$ cat src/rtl/gray_code_pkg.sv
// Shared Gray-code helpers: encode, decode and all-ones/zero constants.
// Latency: none (functions and constants only).
// Backpressure: not applicable.
//
// The functions work on a fixed maximum-width word. Callers zero-extend
// narrower values on the way in and truncate on the way out. Leading zeros
// encode and decode to leading zeros, so every width up to GRAY_MAX_WIDTH
// shares one definition.
package gray_code_pkg;

  localparam int GRAY_MAX_WIDTH = 64;

  typedef logic [GRAY_MAX_WIDTH-1:0] gray_word_t;

  localparam gray_word_t GRAY_ZERO = '0;

  // All-ones mask covering the low `width` bits.
  function automatic gray_word_t gray_ones(input int width);
    return {GRAY_MAX_WIDTH{1'b1}} >> (GRAY_MAX_WIDTH - width);
  endfunction

  // Reflected binary Gray encode.
  function automatic gray_word_t gray_encode(input gray_word_t binary);
    return binary ^ (binary >> 1);
  endfunction

  // Gray decode: each binary bit is the XOR of all Gray bits from the MSB
  // down to that position.
  function automatic gray_word_t gray_decode(input gray_word_t gray);
    gray_word_t binary;
    binary[GRAY_MAX_WIDTH-1] = gray[GRAY_MAX_WIDTH-1];
    for (int i = GRAY_MAX_WIDTH - 2; i >= 0; i--) begin
      binary[i] = binary[i+1] ^ gray[i];
    end
    return binary;
  endfunction

endpackage

$ cat src/rtl/binary_to_gray_reflected.sv
// Combinational WORD_WIDTH binary to reflected-Gray encoder; holds no state.
// Latency: 0 cycles (pure combinational).
// Backpressure: none.
//
// Ports:
//   i_binary  in   WORD_WIDTH  binary value
//   o_gray    out  WORD_WIDTH  Gray encoding of i_binary
module binary_to_gray_reflected
  import gray_code_pkg::*;
#(
  parameter int WORD_WIDTH = 4
) (
  input  logic [WORD_WIDTH-1:0] i_binary,
  output logic [WORD_WIDTH-1:0] o_gray
);

  assign o_gray = WORD_WIDTH'(gray_encode(GRAY_MAX_WIDTH'(i_binary)));

endmodule

$ cat src/rtl/gray_counter_reflected.sv
// Up-counter with registered binary and reflected-Gray outputs (CDC FIFO pointer).
// Latency: 1 cycle from clear/load/increment to binary_out, gray_out and wrap_out.
// Backpressure: none; every request is acted on in the cycle it is seen.
//
// Ports:
//   clock       in   1           rising-edge clock
//   reset_n     in   1           asynchronous active-low reset
//   clear       in   1           synchronous return to INITIAL_COUNT (highest priority)
//   load        in   1           synchronous load of load_value
//   load_value  in   WORD_WIDTH  binary value to load
//   increment   in   1           advance the count by one (lowest priority)
//   binary_out  out  WORD_WIDTH  registered binary count
//   gray_out    out  WORD_WIDTH  registered Gray encoding of binary_out (CDC-safe)
//   wrap_out    out  1           one-cycle pulse after an increment from all-ones
//
// WORD_WIDTH must be >= 2 and INITIAL_COUNT < 2**WORD_WIDTH.
module gray_counter_reflected
  import gray_code_pkg::*;
#(
  parameter int WORD_WIDTH    = 4,
  parameter int INITIAL_COUNT = 0
) (
  input  logic                  clock,
  input  logic                  reset_n,
  input  logic                  clear,
  input  logic                  load,
  input  logic [WORD_WIDTH-1:0] load_value,
  input  logic                  increment,
  output logic [WORD_WIDTH-1:0] binary_out,
  output logic [WORD_WIDTH-1:0] gray_out,
  output logic                  wrap_out
);

  localparam logic [WORD_WIDTH-1:0] CNT_ONES  = WORD_WIDTH'(gray_ones(WORD_WIDTH));
  localparam logic [WORD_WIDTH-1:0] INIT_BIN  = WORD_WIDTH'(INITIAL_COUNT);
  localparam logic [WORD_WIDTH-1:0] INIT_GRAY =
    WORD_WIDTH'(gray_encode(GRAY_MAX_WIDTH'(INIT_BIN)));

  logic [WORD_WIDTH-1:0] r_binary;
  logic [WORD_WIDTH-1:0] r_gray;
  logic                  r_wrap;

  logic [WORD_WIDTH-1:0] w_next_binary;
  logic [WORD_WIDTH-1:0] w_next_gray;
  logic                  w_next_wrap;

  // Priority: clear > load > increment > hold. An increment arriving with
  // clear or load is dropped.
  always_comb begin
    w_next_binary = r_binary;
    w_next_wrap   = 1'b0;
    if (clear) begin
      w_next_binary = INIT_BIN;
    end else if (load) begin
      w_next_binary = load_value;
    end else if (increment) begin
      w_next_binary = r_binary + WORD_WIDTH'(1);
      w_next_wrap   = (r_binary == CNT_ONES);
    end
  end

  // Gray is encoded from the next count and registered alongside it, so the
  // Gray output comes straight from a flop and cannot glitch.
  binary_to_gray_reflected #(
    .WORD_WIDTH (WORD_WIDTH)
  ) u_encoder (
    .i_binary (w_next_binary),
    .o_gray   (w_next_gray)
  );

  always_ff @(posedge clock or negedge reset_n) begin
    if (!reset_n) begin
      r_binary <= INIT_BIN;
      r_gray   <= INIT_GRAY;
      r_wrap   <= 1'b0;
    end else begin
      r_binary <= w_next_binary;
      r_gray   <= w_next_gray;
      r_wrap   <= w_next_wrap;
    end
  end

  assign binary_out = r_binary;
  assign gray_out   = r_gray;
  assign wrap_out   = r_wrap;

endmodule

$ cat config.mk
export PLATFORM = sky130hd
export DESIGN_NAME = gray_counter_reflected
export DESIGN_NICKNAME = d
export VERILOG_FILES = /design/src/rtl/gray_code_pkg.sv /design/src/rtl/binary_to_gray_reflected.sv /design/src/rtl/gray_counter_reflected.sv
export SDC_FILE = /design/constraint.sdc
export NUM_CORES = 1
export LEC_CHECK = 0
export CAP_MARGIN = 10
export CORE_AREA = 2 2 39 41
export CTS_BUF_LIST = sky130_fd_sc_hd__clkbuf_2 sky130_fd_sc_hd__clkbuf_4 sky130_fd_sc_hd__clkbuf_8
export DETAILED_ROUTE_END_ITERATION = 16
export DIE_AREA = 0 0 41 43
export PLACE_DENSITY = 0.62
export RECOVER_POWER = 25
export SKIP_CTS_REPAIR_TIMING = 1
export SLEW_MARGIN = 0
export SYNTH_ARGS = -nofsm -noshare
export SYNTH_HDL_FRONTEND = slang
export SYNTH_SLANG_ARGS = --single-unit
$ cat constraint.sdc
create_clock -name clock -period 3.79 [get_ports clock]
set_input_delay 0.758 -clock clock [delete_from_list [all_inputs] [get_ports clock]]
set_output_delay 0.758 -clock clock [all_outputs]
set_load 0.02 [all_outputs]
==> metrics.md <==
| Metric | Value |
|---|---|
| Setup crit end kind | output pin |
| Number of CTS-inserted buffers | 3 |
| Final Critical Period | ~2.0 ns |
| Layout Nets | 63 |
| Core area | 0.00138 mm2 |
| Final hold violations | 0 |
| First-pass GRT wire length | 1.02 mm |
| Routed len/inst | around 10 um |
| Worst reg-to-reg path cell count | 5 |
| Sequential area share after synthesis | 52.1% |
| XOR/XNOR Fraction of Synth Area | 13.7% |
| Die extent in x | around 41 um |
| Unrepaired setup endpoints after global routing | no |
| Initial core utilization | 27.8% |
| Die Y | 43 um |
| CP Cell Sequence | clkdlybuf4s50_1 |
| Worst-path clk slew | 0.05 ns |
| Pin count of the biggest net entering global routing | 9 |
| Largest family of logic cells by synthesized area | XOR/XNOR gates |
| Synthesis-to-finish area growth | 50.5% |
| Endpoints failing setup | 0 |
| Slew HR | approximately three quarters |
| Die area | between 0.0015 and 0.002 mm2 |
| Simple-gate share of the synthesized area | a little under a tenth |
| Cell Area, Placed | between 500 and 600 um2 |
| Arrival time at the worst endpoint | 1.27 ns |
| Total gr overflow | 0 |
| Setup CP Type | reg -> out |
| Yosys warns | 0 |
| Bufs on Longest Clock Path | 2 |
| GP Congestion | around 0.72 |
| Max FO, Critical Path | 4 |
| Pwr Total | 217 uW |
| Worst-Skew Late Latency | 0.24 ns |
| Clk_skew | approximately 0.0011 ns |
| # fillers | 153 |
| Final Cycle Share | 53.5% |
| CTS sink count | 8 |
| Ports | 18 |
| PD cells | 375 mW/mm2 |
| Hold path depth | 2 |
| Post-layout instance area | 578 um2 |
| Final WL | 656 um |
| Crit start category | flip-flop |
| Status | complete, no violations |
| Synth Instances | 33 |
| Leak pwr | 0.260 nW |
| Worst min path class | reg -> reg |
| CTS Root Cell | clkbuf_4 |
| Post-Synth Adder-Cell Area | 3.26% |
| Post-DR vias/cell | roughly 4.3 |
| Initial antenna violation count | 0 |
| Synth Area in Compound Gates | 5.86% |
| Mean area per synthesized cell | 11.6 um2 |
| Ant diodes | 0 |
| Max Cap Viol | 0 |
| Antenna Nets Post-Route | 0 |
| Total Routing Usage GR | 9.26% |
| Critical-path top delay cell | clkdlybuf4s50_1 |
| VDD IR max | 0.205 mV |
| DR iter-0 viols | 3 |
| FF+latch count, synth | 8 |
| CTS tree | built |
| Levels on crit path | 1 |
| Maximum level of the CTS H-tree | 1 |
| Share of layout cells above drive strength 1 | 7.84% |
| Vias in the first global route | 268 |
| Largest delay contributor family on the critical path | buffers and inverters |
| Crit-path max cell delay | 0.62 ns |
| WP data required | 3.03 ns |
| Post-synth net total | 43 |
| Max Slew Vio Count | 0 |
| Total number of vias | 286 |
| DRT Pass-1 Iters | 4 |
| Setup TNS | 0 ns |
| Netlist Area Pre-Place | approximately 380 um2 |
| IO buf count | 17 |
| Mux cell area share after synthesis | 8.14% |
| Worst Max-Slew Pin Slew | 0.363 ns |
| CP Buf/Inv Count | 1 |
| Fmax | 494 MHz |
| Unique masters post-synth | 18 |
| Drc violations | 0 |
| FP Rows | 14 |
[final timing paths]
kind                                from          end  slack (ns)
setup / recovery           binary_out[3]  gray_out[3]        1.76
hold / removal             binary_out[3]     wrap_out        0.58
setup reg to reg           binary_out[0]  gray_out[0]        2.28
hold reg to reg            binary_out[3]     wrap_out        0.58
max in group asynchronous        reset_n  gray_out[0]        2.69
min in group asynchronous        reset_n     wrap_out        0.85
[layout by cell type, fill, tap and decap left out, drive strengths merged]
cell,count
clkbuf,3
mux2,1
nand4,1
dlygate4sd3,1
o21a,1
mux2i,2
xor2,2
dfrtp,8
nand2b,1
nor4b,1
clkdlybuf4s50,16
o21ai,1
nand2,1
ha,1
inv,3
xnor2,4
nor2,2
a21oi,2
[through the flow]
| step | std cells | hold WS [ns] | utilization (%) | setup WS (ns) |
|---|---|---|---|---|
| 2_1_floorplan | 33 | 0.462 | - | 2.24 |
| 3_3_place_gp | 64 | 0.577 | 40.1 | 1.63 |
| 3_5_place_dp | 64 | 0.570 | 40.1 | 1.60 |
| 4_1_cts | 67 | 0.577 | 41.8 | 1.74 |
| 5_1_grt | 67 | 0.586 | 41.8 | 1.70 |
| 6_report | 67 | 0.576 | 41.8 | 1.76 |
[cells in the mapped netlist]
| master | number | area share [%] |
|---|---|---|
| dfrtp_1 | 8 | 52 |
| xnor2_1 | 4 | 9.1 |
| inv_1 | 3 | 2.9 |
| a21oi_1 | 2 | 2.6 |
| mux2i_1 | 2 | 5.2 |
| xor2_1 | 2 | 4.6 |
| buf_4 | 1 | 2.0 |
| buf_6 | 1 | 2.9 |
| ha_1 | 1 | 3.3 |
| mux2_1 | 1 | 2.9 |
| nand2_1 | 1 | 0.98 |
| nand2b_1 | 1 | 1.6 |
| nand4_1 | 1 | 1.6 |
| nor2_1 | 1 | 0.98 |
| nor2_2 | 1 | 1.6 |
| nor4b_1 | 1 | 2.3 |
| o21a_1 | 1 | 2.0 |
| o21ai_1 | 1 | 1.3 |
[state kept, by name (all words and copies together), names as in the netlist]
name        cells
binary_out      4
wrap_out        1
gray_out        3
[cell families after synthesis]
| family | after synthesis |
|---|---|
| buffers and inverters | 5 |
| flip-flops | 8 |
| XOR/XNOR | 6 |
| AND/OR/NAND/NOR | 6 |
| multiplexers | 3 |
| AO/OA/AOI/OAI | 4 |
| adder cells (fa/ha/maj) | 1 |
[where the power goes]
group	total, mW	switching (mW)	internal, mW
sequential	0.0985	0.00486	0.0936
clock	0.0611	0.0251	0.0360
combinational	0.0570	0.0263	0.0308
[metal layers]
metal / share of wire, % / GRT usage (%)
met1: 42 / 9.73
met2: 46 / 12.8
met3: 12 / 7.85
met4: 0 / 4.00
met5: 0 / 0
[cell type report]
type	instances	area (um2)	area share, %
Sequential cell	8	200	34.6
Tap cell	16	20.0	3.46
Inverter	3	11.3	1.95
Clock buffer	3	22.5	3.90
Multi-Input combinational cell	20	154	26.6
Timing Repair Buffer	17	170	29.4
Note: power is estimated with default switching activity, not from simulation.
